==> config.mk <==
export PLATFORM = sky130hd
export DESIGN_NAME = univ_shift_reg
export DESIGN_NICKNAME = d
export VERILOG_FILES = /design/src/rtl/univ_shift_reg.sv
export SDC_FILE = /design/constraint.sdc
export NUM_CORES = 1
export LEC_CHECK = 0
export ABC_CLOCK_PERIOD_IN_PS = 1300
export BUFFER_PORTS_ARGS = -buffer_cell sky130_fd_sc_hd__buf_2
export CORE_UTILIZATION = 35
export DETAILED_ROUTE_END_ITERATION = 7
export PLACE_DENSITY = 0.74
export SLEW_MARGIN = 5
export SYNTH_ARGS = -nofsm -noshare
export SYNTH_HDL_FRONTEND = slang
export SYNTH_SLANG_ARGS = --single-unit
export TNS_END_PERCENT = 10
==> constraint.sdc <==
create_clock -name clk -period 1.3 [get_ports clk]
set_input_delay 0.13 -clock clk [delete_from_list [all_inputs] [get_ports clk]]
set_output_delay 0.13 -clock clk [all_outputs]
set_load 0.005 [all_outputs]
==> src/rtl/univ_shift_reg.sv <==
// Universal shift register: hold / shift left / shift right / parallel load, with frame counter.
// Latency: one clock for every mode; all outputs are registered, no input-to-output paths.
// Backpressure: none; no handshake, so the caller sequences mode/din/p_din every cycle.
//
// Ports:
//   clk, rst_n      rising-edge clock, synchronous active-low reset
//   mode[1:0]       00 hold, 01 shift left, 10 shift right, 11 parallel load
//   din             serial input bit
//   rot             rotate request (only honoured when USR_ROTATE_EN is defined)
//   p_din           parallel load data
//   p_dout          register contents
//   s_dout          registered copy of the bit shifted out on the last shift
//   bit_cnt         shifts since last load / reset / frame wrap (0..WIDTH-1)
//   frame_done      one-cycle pulse when the WIDTH-th shift of a frame lands
//
// Build option: define USR_ROTATE_EN to feed the outgoing bit back in when rot=1.
// Without it the rot port is present but unused and no rotate muxing exists.

module univ_shift_reg #(
    parameter int                 WIDTH     = 8,
    parameter logic [WIDTH-1:0]   RESET_VAL = '0
) (
    input  logic                       clk,
    input  logic                       rst_n,
    input  logic [1:0]                 mode,
    input  logic                       din,
    input  logic                       rot,
    input  logic [WIDTH-1:0]           p_din,
    output logic [WIDTH-1:0]           p_dout,
    output logic                       s_dout,
    output logic [$clog2(WIDTH):0]     bit_cnt,
    output logic                       frame_done
);

    localparam int CW = $clog2(WIDTH) + 1;

    typedef enum logic [1:0] {
        MODE_HOLD  = 2'b00,
        MODE_SHL   = 2'b01,
        MODE_SHR   = 2'b10,
        MODE_LOAD  = 2'b11
    } mode_e;

    logic [WIDTH-1:0] shreg_q, shreg_d;
    logic             sout_q,  sout_d;
    logic [CW-1:0]    cnt_q,   cnt_d;
    logic             fdone_q, fdone_d;

    // Bit entering the register on a shift, one per direction.
    logic in_bit_l;
    logic in_bit_r;

`ifdef USR_ROTATE_EN
    // Rotate recirculates the bit that is leaving on this same edge.
    assign in_bit_l = rot ? shreg_q[WIDTH-1] : din;
    assign in_bit_r = rot ? shreg_q[0]       : din;
`else
    logic unused_rot;
    assign unused_rot = rot;
    assign in_bit_l   = din;
    assign in_bit_r   = din;
`endif

    // Frame counter step shared by both shift directions. Direction changes
    // mid-frame keep counting; only load, reset or wrap clear the count.
    logic          cnt_wrap;
    logic [CW-1:0] cnt_next;
    logic          fdone_next;

    always_comb begin
        cnt_wrap   = (cnt_q == CW'(WIDTH - 1));
        cnt_next   = cnt_wrap ? '0 : cnt_q + CW'(1);
        fdone_next = cnt_wrap;
    end

    always_comb begin
        shreg_d = shreg_q;
        sout_d  = sout_q;
        cnt_d   = cnt_q;
        fdone_d = 1'b0;   // pulse only: low on any edge that is not a wrapping shift
        case (mode_e'(mode))
            MODE_HOLD: begin
                // everything keeps its value, frame_done drops
            end
            MODE_SHL: begin
                shreg_d = {shreg_q[WIDTH-2:0], in_bit_l};
                sout_d  = shreg_q[WIDTH-1];
                cnt_d   = cnt_next;
                fdone_d = fdone_next;
            end
            MODE_SHR: begin
                shreg_d = {in_bit_r, shreg_q[WIDTH-1:1]};
                sout_d  = shreg_q[0];
                cnt_d   = cnt_next;
                fdone_d = fdone_next;
            end
            MODE_LOAD: begin
                // a load is never a shift, so it cannot complete a frame
                shreg_d = p_din;
                cnt_d   = '0;
            end
            default: begin
            end
        endcase
    end

    always_ff @(posedge clk) begin
        if (!rst_n) begin
            shreg_q <= RESET_VAL;
            sout_q  <= 1'b0;
            cnt_q   <= '0;
            fdone_q <= 1'b0;
        end else begin
            shreg_q <= shreg_d;
            sout_q  <= sout_d;
            cnt_q   <= cnt_d;
            fdone_q <= fdone_d;
        end
    end

    assign p_dout     = shreg_q;
    assign s_dout     = sout_q;
    assign bit_cnt    = cnt_q;
    assign frame_done = fdone_q;

endmodule

==> results of run 1 <==
-- flip-flops by register name (all words and copies together), names as in the netlist --
signal,count
p_dout,8
frame_done,1
bit_cnt,4
s_dout,1
-- worst register-to-register path: cells and delay by family, from the launching register on --
family / cells / cell delay, ns
fa+ha+maj: 1 / 0.17
compound gates: 1 / 0.13
simple gates: 2 / 0.56
flops: 1 / 0.35
-- timing repair --
action | CTS | global route
pin swaps | 0 | 1
setup buffers | 0 | 1
setup endpoints to repair | 2 | 2
resized for setup | 2 | 4
-- through the flow --
stage | hold WS (ns) | power, mW | worst slack [ns] | area [um^2] | std cells
after floorplan | 0.269 | 0.586 | 0.0273 | 691 | 78
after global placement | 0.397 | 0.667 | 0.0119 | 880 | 132
after detailed placement | 0.399 | 0.673 | -0.0482 | 880 | 132
after CTS | 0.0887 | 0.996 | -0.0140 | 922 | 136
after global routing | 0.0935 | 1.05 | -0.0151 | 955 | 137
final | 0.100 | 1.00 | 0.0150 | 955 | 137
-- how the worst min path moves through the flow --
stage and to:
2_1_floorplan p_dout[0]$_SDFFE_PN0P_, 3_3_place_gp p_dout[0]$_SDFFE_PN0P_, 3_5_place_dp p_dout[0]$_SDFFE_PN0P_, 4_1_cts p_dout[0]$_SDFFE_PN0P_
5_1_grt p_dout[0]$_SDFFE_PN0P_, 6_report p_dout[0]$_SDFFE_PN0P_
-- final cells by class --
cell class	count	area [um^2]	area share (%)
flip-flops and latches	14	283	29.6
inverters	3	11.3	1.18
multi-input cells	57	403	42.2
repair buffers	34	190	19.9
well taps	25	31.3	3.28
clock buffers	4	36.3	3.80
-- report_power, final --
group	switching, mW	total, mW	internal [mW]
Sequential	0.0266	0.485	0.459
Clock	0.154	0.324	0.170
Combinational	0.0931	0.191	0.0974
-- per-layer routing --
| metal | vias up | part of all wire (%) |
|---|---|---|
| met3 | 6 | 4.7 |
| li1 | 362 | - |
| met1 | 335 | 42 |
| met2 | 30 | 51 |
| met4 | 0 | 1.9 |
| met5 | - | 0 |
-- layout by cell type, fill, tap and decap left out, types with 3 or more instances in the layout --
cell type  netlist  routed
buf_2            2      26
dfxtp_1         14      12
nand2_1         10      10
o21ai_0         10      10
a21oi_1          9       9
a221oi_1         8       8
buf_4            0       8
inv_1            3       3
ha_1             4       3
clkbuf_4         0       3
-- kinds of logic after synthesis --
family | share of synthesized area (%)
flops | 40.7
simple gates | 14.4
buf+inv | 5.27
compound gates | 30.9
mux | 1.45
fa+ha+maj | 7.27
==> summary.txt, run 1 <==
Run status
  – Outcome: finished, final reports clean

Worst setup path
  – Crit path arrival time: 1.50 ns
  – CP Class: register to register
  – CP startpoint: bit_cnt[0]$_SDFFE_PN0P_
  – R2r setup slk: between 0.01 and 0.015 ns
  – Critical Path Start Type: register
  – Worst r2r src: bit_cnt[0]$_SDFFE_PN0P_
  – Critical Path End: bit_cnt[0]$_SDFFE_PN0P_
  – Slowest cell delay on critical path: 0.39 ns
  – Crit end category: register
  – CP Data Required Time: 1.52 ns
  – Reg2reg path depth: 4
  – Reg-to-Reg End: bit_cnt[0]$_SDFFE_PN0P_
  – CP Max Fanout: 4
  – Delay-heaviest family, CP: simple AND/OR/NAND/NOR gates
  – Worst path slowest cell: or4_1
  – CP Buf/Inv Count: 0
  – Critical Path Stages: 4
  – CP Cell Sequence: ha_4 > and3b_1 > or4_1 > a21boi_1

Logic synthesis
  – Mapped Avg Cell Area: just under 9 um^2
  – Main synth FF type: dfxtp_1
  – EDFF count, synth: 0
  – Ys async rst share: 0%
  – Synth top cells by count: dfxtp_1, nand2_1, o21ai_0, a21oi_1, a221oi_1
  – Largest area contributor in the netlist: dfxtp_1
  – Top-area cell type share of the netlist area: 40.7%
  – Post-synthesis sequential area ratio: 40.7%
  – Synth unique cells: 24
  – Most frequent cell after synthesis: dfxtp_1
  – Synth area leaders: dfxtp_1, a221oi_1, ha_1, o21ai_0, a21oi_1
  – Synth Net Count: between 90 and 100
  – Synthesized cell area: 688 um^2
  – Syn Inst Count: 78
  – Seq cells post-synth: 14
  – Warnings, synthesis: 0

Floorplan
  – Core Area: roughly 0.0018 mm^2
  – I/O pin total: 28
  – DIE WIDTH: about 46 um
  – Die height: 46.3 um
  – Rows: 15
  – Full die area: roughly 0.0021 mm^2
  – Starting Density: about two fifths

Global routing
  – Number of global-route vias before repair: 618
  – First-pass GRT wire length: 2750 um
  – Gr usage total: 18.0%
  – Global routing's busiest layer: met2
  – GR Util met1: between 20% and 30%
  – GR met2 Demand/Resource: between 20% and 30%
  – Antenna violations before repair: 0
  – Largest net degree at the start of global routing: 15
  – M3 GR Usage: 3.92%
  – Gr ovfl total: 0

Layout
  – Ant. Diodes: 0
  – Area added between synthesis and finish: 38.7%
  – Layout cells sized above 1: between 30% and 40%
  – NumNets Final: 131
  – Filler cells: roughly 170
  – Post-layout util: between 50% and 60%

Timing
  – Rel. slew slack: 74.6%
  – Final period utilization: 98.8%
  – Max-slew violations: 0
  – Max Freq: 778 MHz
  – Minimum clock period after layout: 1.29 ns
  – Final Setup Violations: 0
  – TNS Setup: 0 ns
  – Clock Skew: between 0.002 and 0.003 ns
  – RSZ-0062 raised after global routing: true
  – Worst-Margin Slew: 0.381 ns
  – Final hold violations: 0

Clock network
  – Worst-skew pair later-pin latency: 0.28 ns
  – CTS Sinks: 14
  – CTS max path bufs: 2
  – Clock transition at the registers of the reported paths: roughly 0.09 ns
  – Root Buffer: clkbuf_4
  – CTS tree: yes
  – H-tree depth: 1
  – Cts bufs inserted: 3
  – Hold bufs inserted after CTS: 0

Pwr
  – Static Leakage: 0.440 nW
  – Cell Pwr Density: 1050 mW/mm^2
  – VDD IR-drop max: 550 uV

Hold path
  – Hold path cells: 3
  – Worst hold path type: input pin to register
  – Hold Crit Start: din

Drt
  – DRC viols: 0
  – Drt total wl: 1750 um
  – WL/cell: between 10 and 15 um
  – Initial DRC Count: 35
  – Drt via density: about 5.4
  – Post-DRT Antenna Nets: 0
  – First-pass iteration count of the detailed router: 4
  – Detailed-route via count: 733

Flow run
  – Total of max-cap violations: 0

Place
  – Post-DP HPWL: 1180 um
  – I/O Buffers: 26
  – GP Congestion: 0.780
Note: power is estimated with default switching activity, not from simulation.
==> run 2: changes to the inputs <==
Settings changed: ABC_AREA from default to 1, CORE_MARGIN from default to 1.5, PLACE_DENSITY 0.74 to 0.73.
==> summary.txt, run 2 <==
Run status
  – Outcome: finished, final reports clean

Floorplan
  – Rows: 16 (+1)
  – Core Area: 0.00200 mm^2 (+12%)
  – Full die area: 0.00245 mm^2 (+14%)
  – Die height: 49.5 um (+6.9%)
  – DIE WIDTH: 49.5 um (+6.9%)
  – Starting Density: 37.9% (-0.72 points)
  – I/O pin total: 28 (unchanged)

Global routing
  – Number of global-route vias before repair: 699 (+13%)
  – Global routing's busiest layer: met2
  – GR Util met1: 18.8% (-4.9 points)
  – First-pass GRT wire length: 2990 um (+8.8%)
  – GR met2 Demand/Resource: 26.9% (-0.61 points)
  – Antenna violations before repair: 0 (unchanged)
  – Gr ovfl total: 0 (unchanged)
  – Largest net degree at the start of global routing: 13 (-2)
  – Gr usage total: 15.7% (-2.4 points)
  – M3 GR Usage: 3.03% (-0.89 points)

Worst setup path
  – CP Cell Sequence: ha_1 > nand2_1 > nor2_2 > nor2_4 > o21a_1
  – Slowest cell delay on critical path: 0.42 ns (+0.03 ns)
  – Reg2reg path depth: 5 (+1)
  – Critical Path Start Type: register
  – Worst r2r src: bit_cnt[0]$_SDFFE_PN0P_
  – Crit end category: register
  – R2r setup slk: 0.13 ns (+0.11 ns)
  – CP Buf/Inv Count: 0 (unchanged)
  – Reg-to-Reg End: bit_cnt[0]$_SDFFE_PN0P_
  – Crit path arrival time: 1.35 ns (-0.15 ns)
  – Delay-heaviest family, CP: flip-flops
  – Critical Path Stages: 5 (+1)
  – Worst path slowest cell: dfxtp_1
  – CP Data Required Time: 1.47 ns (-0.05 ns)
  – CP Class: register to register
  – CP Max Fanout: 6 (+2)

Layout
  – Most common cell after layout, fill and taps aside: buf_2
  – Area of the multi-input gates: 399 um^2 (-0.93%)
  – Ant. Diodes: 0 (unchanged)
  – NumNets Final: 141 (+7.6%)
  – Post-layout util: 45.8% (-7.8 points)
  – Number of flip-flops under the largest register name: 8 (unchanged)
  – Most frequent cells in the layout: buf_2, nand2_1, dfxtp_1, a21oi_1
  – FF+latch area: 280 um^2 (-0.88%)
  – Area added between synthesis and finish: 20.8%
  – Layout cells sized above 1: 34.7% (-3.7 points)
  – Filler cells: 210 (+26%)
  – Non-Filler Instances: 148 (+8.0%)

Drt
  – Initial DRC Count: 27 (-23%)
  – Post-DRT Antenna Nets: 0 (unchanged)
  – First-pass iteration count of the detailed router: 4 (unchanged)
  – WL/cell: 11.5 um (-9.9%)
  – DRC viols: 0 (unchanged)
  – Drt via density: 4.99 (-6.7%)
  – Drt total wl: 1710 um (-2.7%)
  – Detailed-route via count: 739 (+0.82%)

Logic synthesis
  – Ys async rst share: 0% (unchanged)
  – Seq cells post-synth: 14 (unchanged)
  – Mapped Avg Cell Area: 7.98 um^2 (-9.5%)
  – Top-area cell type share of the netlist area: 37.0% (-3.8 points)
  – Synth unique cells: 22 (-8.3%)
  – Syn Inst Count: 95 (+22%)
  – Synthesized cell area: 758 um^2 (+10%)
  – Synth Net Count: 113 (+18%)
  – Warnings, synthesis: 0 (unchanged)
  – Main synth FF type: dfxtp_1
  – Most frequent cell after synthesis: nand2_1
  – Post-synthesis sequential area ratio: 37.0% (-3.8 points)
  – Synth area leaders: dfxtp_1, nand2_1, a21oi_1, a31oi_1, ha_1
  – Largest area contributor in the netlist: dfxtp_1
  – EDFF count, synth: 0 (unchanged)
  – Synth top cells by count: nand2_1, dfxtp_1, a21oi_1, a31oi_1, o21ai_0

Place
  – I/O Buffers: 26 (unchanged)
  – Placed Cells: 145 (+9.8%)
  – Post-DP HPWL: 1290 um (+9.0%)
  – GP Congestion: 0.752 (-3.6%)

Pwr
  – Comb power frac: 19.7% (+0.6 points)
  – Total Power: 908 uW (-9.1%)
  – VDD IR-drop max: 399 uV (-28%)
  – Pint: 648 uW (-11%)
  – Switching Share: 28.7% (+1.3 points)
  – Sequential share of power: 53.7% (+5.2 points)
  – Cell Pwr Density: 992 mW/mm^2 (-5.3%)
  – Static Leakage: 0.415 nW (-5.8%)
  – Clock power share: 26.6% (-5.8 points)
  – Psw: 260 uW (-4.7%)

Clock network
  – Worst-skew pair later-pin latency: 0.27 ns (about the same)
  – Clock transition at the registers of the reported paths: 0.08 ns (about the same)
  – CTS max path bufs: 2 (unchanged)
  – CTS Sinks: 14 (unchanged)
  – Hold bufs inserted after CTS: 0 (unchanged)
  – Post-CTS Setup Inserts: 0 (unchanged)
  – CTS tree: yes
  – CTS resizes: 0 (-2)
  – H-tree depth: 1 (unchanged)
  – Root Buffer: clkbuf_4
  – Cts bufs inserted: 3 (unchanged)

Timing
  – Rel. slew slack: 69.0% (-5.6 points)
  – Worst-Margin Slew: 0.466 ns (+0.0847 ns)
  – Minimum clock period after layout: 1.17 ns (-0.112 ns)
  – RSZ-0062 raised after global routing: false
  – Clock Skew: 0.000216 ns (-0.00239 ns)
  – Final Setup Violations: 0 (unchanged)
  – Max Freq: 853 MHz (+9.6%)
  – Final period utilization: 90.2% (-8.6 points)
  – Hold WS: 0.104 ns (+0.00377 ns)
  – TNS Setup: 0 ns (unchanged)
  – Final hold violations: 0 (unchanged)
  – Max-slew violations: 0 (unchanged)

Hold path
  – Hold endpoint: p_dout[2]$_SDFFE_PN0P_
  – Worst hold path type: input pin to register
  – Hold path cells: 3 (unchanged)
  – Hold Crit Start: p_din[2]

Flow run
  – Total of max-cap violations: 0 (unchanged)
-- run 2: cell count changes in the layout (fill, tap and decap cells not counted), sizes merged, moves of 2 or more --
cell	change
inv	+4
a21boi	-3
nand3	+3
a21oi	+4
o211ai	+2
nor2	+2
buf	-6
nand2	+13
a31oi	+7
a221oi	-8
o21ai	-2
-- run 2: worst max path at each step --
| stage | startpoint | end | slack (ns) |
|---|---|---|---|
| detailed placement | mode[0] | p_dout[6]$_SDFFE_PN0P_ | 0.09 |
| CTS | bit_cnt[0]$_SDFFE_PN0P_ | bit_cnt[0]$_SDFFE_PN0P_ | 0.13 |
| global placement | mode[0] | p_dout[0]$_SDFFE_PN0P_ | 0.12 |
| finish | bit_cnt[0]$_SDFFE_PN0P_ | bit_cnt[0]$_SDFFE_PN0P_ | 0.13 |
| floorplan | bit_cnt[0]$_SDFFE_PN0P_ | bit_cnt[0]$_SDFFE_PN0P_ | 0.20 |
| global route | bit_cnt[0]$_SDFFE_PN0P_ | bit_cnt[0]$_SDFFE_PN0P_ | 0.008 |
-- run 2: cell families (layout without fill, tap and decap cells) --
group / after synthesis / after routing / share of synthesized area, %
DFF: 14 / 14 / 37.0
AOI/OAI and AO/OA: 32 / 32 / 25.2
adders and majority gates: 4 / 4 / 6.60
and+or+nand+nor: 32 / 32 / 20.8
buffers and inverters: 13 / 39 / 10.4
-- run 2: cell type report --
class | instances | share of cell area (%)
multi-input combinational | 68 | 43.6
sequential | 14 | 30.6
tap | 27 | 3.69
clock buffer | 3 | 2.46
inverter | 8 | 3.83
timing repair buffer | 28 | 15.8
-- run 2: per-layer routing --
layer	up-vias	wire, um
met5	-	0
met4	0	32
met3	4	55
met2	15	848
met1	345	769
li1	375	-
-- run 2: power by group through the flow --
stage               Sequential (mW)  Clock, mW  Combinational [mW]
floorplan                     0.496          0               0.116
global placement              0.496          0               0.176
detailed placement            0.498          0               0.180
CTS                           0.487      0.241               0.181
global route                  0.493      0.263               0.202
finish                        0.488      0.242               0.179
-- run 2: worst min-delay path: cells and delay by family --
family | cells | cell delay (ns)
and+or+nand+nor | 1 | 0.04
buffers and inverters | 1 | 0.09
AOI/OAI and AO/OA | 1 | 0.07
-- run 2: per-stage QoR --
step	instance area, um^2	worst slack [ns]
3_3_place_gp	893	0.119
2_1_floorplan	758	0.203
4_1_cts	916	0.127
3_5_place_dp	893	0.0852
6_report	916	0.127
5_1_grt	916	0.00800
==> run 3: changes to the inputs <==
Settings changed: ABC_CLOCK_PERIOD_IN_PS 1300 to default, CELL_PAD_IN_SITES_DETAIL_PLACEMENT from default to 1, CELL_PAD_IN_SITES_GLOBAL_PLACEMENT from default to 1, CORE_UTILIZATION 35 to 30, PLACE_DENSITY 0.73 to 0.84.
==> summary.txt, run 3 (synthesized netlist as in run 2, its figures left out) <==
Timing
  – Clock Skew: 0.00148 ns (+0.00126 ns)
  – TNS Setup: 0 ns (unchanged)
  – Max Freq: 858 MHz (+0.56%)
  – Rel. slew slack: 69.3% (+0.36 points)
  – Max-slew violations: 0 (unchanged)
  – Minimum clock period after layout: 1.17 ns (-0.00655 ns)
  – Worst-Margin Slew: 0.460 ns (-0.00543 ns)
  – Final hold violations: 0 (unchanged)
  – RSZ-0062 raised after global routing: false
  – Final Setup Violations: 0 (unchanged)
  – Final period utilization: 89.7% (-0.50 points)
  – Hold WS: 0.108 ns (+0.00409 ns)

Layout
  – Most frequent cells in the layout: buf_2, nand2_1, dfxtp_1, a21oi_1
  – Filler cells: 318 (+51%)
  – Most common cell after layout, fill and taps aside: buf_2
  – NumNets Final: 142 (+0.71%)
  – Area of the multi-input gates: 399 um^2 (unchanged)
  – Non-Filler Instances: 152 (+2.7%)
  – Number of flip-flops under the largest register name: 8 (unchanged)
  – Area added between synthesis and finish: 22.4%
  – FF+latch area: 282 um^2 (+0.45%)
  – Ant. Diodes: 0 (unchanged)
  – Layout cells sized above 1: 36.1% (+1.4 points)

Place
  – Post-DP HPWL: 1540 um (+20%)
  – I/O Buffers: 26 (unchanged)
  – Placed Cells: 149 (+2.8%)
  – GP Congestion: 0.784 (+4.4%)

Clock network
  – Post-CTS Setup Inserts: 0 (unchanged)
  – CTS Sinks: 14 (unchanged)
  – Cts bufs inserted: 3 (unchanged)
  – CTS tree: yes
  – Worst-skew pair later-pin latency: 0.28 ns (about the same)
  – Root Buffer: clkbuf_4
  – Hold bufs inserted after CTS: 0 (unchanged)
  – Clock transition at the registers of the reported paths: 0.09 ns (about the same)
  – H-tree depth: 1 (unchanged)
  – CTS resizes: 0 (unchanged)
  – CTS max path bufs: 2 (unchanged)

Floorplan
  – Rows: 18 (+2)
  – DIE WIDTH: 53.3 um (+7.5%)
  – Die height: 53.3 um (+7.5%)
  – Starting Density: 31.2% (-6.7 points)
  – Core Area: 0.00243 mm^2 (+21%)
  – I/O pin total: 28 (unchanged)
  – Full die area: 0.00284 mm^2 (+16%)

Drt
  – Drt total wl: 2070 um (+21%)
  – First-pass iteration count of the detailed router: 3 (-1)
  – Post-DRT Antenna Nets: 0 (unchanged)
  – Drt via density: 5.06 (+1.3%)
  – DRC viols: 0 (unchanged)
  – Detailed-route via count: 769 (+4.1%)
  – WL/cell: 13.6 um (+18%)
  – Initial DRC Count: 12 (-56%)

Worst setup path
  – Crit end category: register
  – Crit path arrival time: 1.34 ns (about the same)
  – CP Data Required Time: 1.48 ns (about the same)
  – CP Class: register to register
  – Critical Path Start Type: register
  – CP Max Fanout: 6 (unchanged)

Hold path
  – Worst hold path type: input pin to register

Run status
  – Outcome: finished, final reports clean

Global routing
  – Gr usage total: 17.4% (+1.7 points)
  – Largest net degree at the start of global routing: 13 (unchanged)
  – Gr ovfl total: 0 (unchanged)
  – Antenna violations before repair: 0 (unchanged)
  – First-pass GRT wire length: 3510 um (+17%)
  – Number of global-route vias before repair: 815 (+17%)

Pwr
  – Cell Pwr Density: 1010 mW/mm^2 (+1.5%)
  – Static Leakage: 0.420 nW (+1.3%)
  – Total Power: 935 uW (+2.9%)
  – VDD IR-drop max: 370 uV (-7.2%)

Flow run
  – Total of max-cap violations: 0 (unchanged)
run 3: changes by cell type in the layout (fill, tap and decap cells not counted):
cell,before,now
buf_4,2,3
dfxtp_1,14,13
dfxtp_2,0,1
run 3: layout make-up:
type	count	area share [%]
inverter	8	3.77
sequential	14	30.3
multi-input combinational	68	43.0
timing repair buffer	29	16.4
clock buffer	3	2.43
tap	30	4.04
run 3: layer usage:
layer	track usage [%]	part of all wire, %	vias up
met1	19.4	45	368
met4	8.97	2.1	0
met2	31.3	51	15
met5	0	0	-
met3	2.54	2.3	4
li1	-	-	382
run 3: through the flow:
step	cell area [um^2]	util (%)	setup slack [ns]
CTS	927	38.1	0.0367
finish	928	38.2	0.134
floorplan	758	-	0.203
global placement	905	37.2	0.100
global route	928	38.2	0.0659
detailed placement	905	37.2	0.0489
run 3: critical path, cell delays in order (launching register included):
cell,delay (ns)
dfxtp_2,0.40
ha_1,0.19
nand2_1,0.08
nor2_2,0.16
nor2_4,0.05
o21a_1,0.17
run 3: worst paths after layout:
kind | slack, ns | depth (start not counted) | endpoint | start
max reg2reg | 0.13 | 5 | bit_cnt[0]$_SDFFE_PN0P_ | bit_cnt[0]$_SDFFE_PN0P_
min | 0.11 | 3 | p_dout[2]$_SDFFE_PN0P_ | p_din[2]
min reg2reg | 0.52 | 2 | p_dout[0]$_SDFFE_PN0P_ | p_dout[1]$_SDFFE_PN0P_
max | 0.13 | 5 | bit_cnt[0]$_SDFFE_PN0P_ | bit_cnt[0]$_SDFFE_PN0P_
run 3: where the power goes:
part           total [mW]  internal (mW)  switching (mW)
registers           0.489          0.459          0.0301
logic               0.189         0.0856           0.103
clock network       0.256          0.108           0.149
total               0.935          0.652           0.282
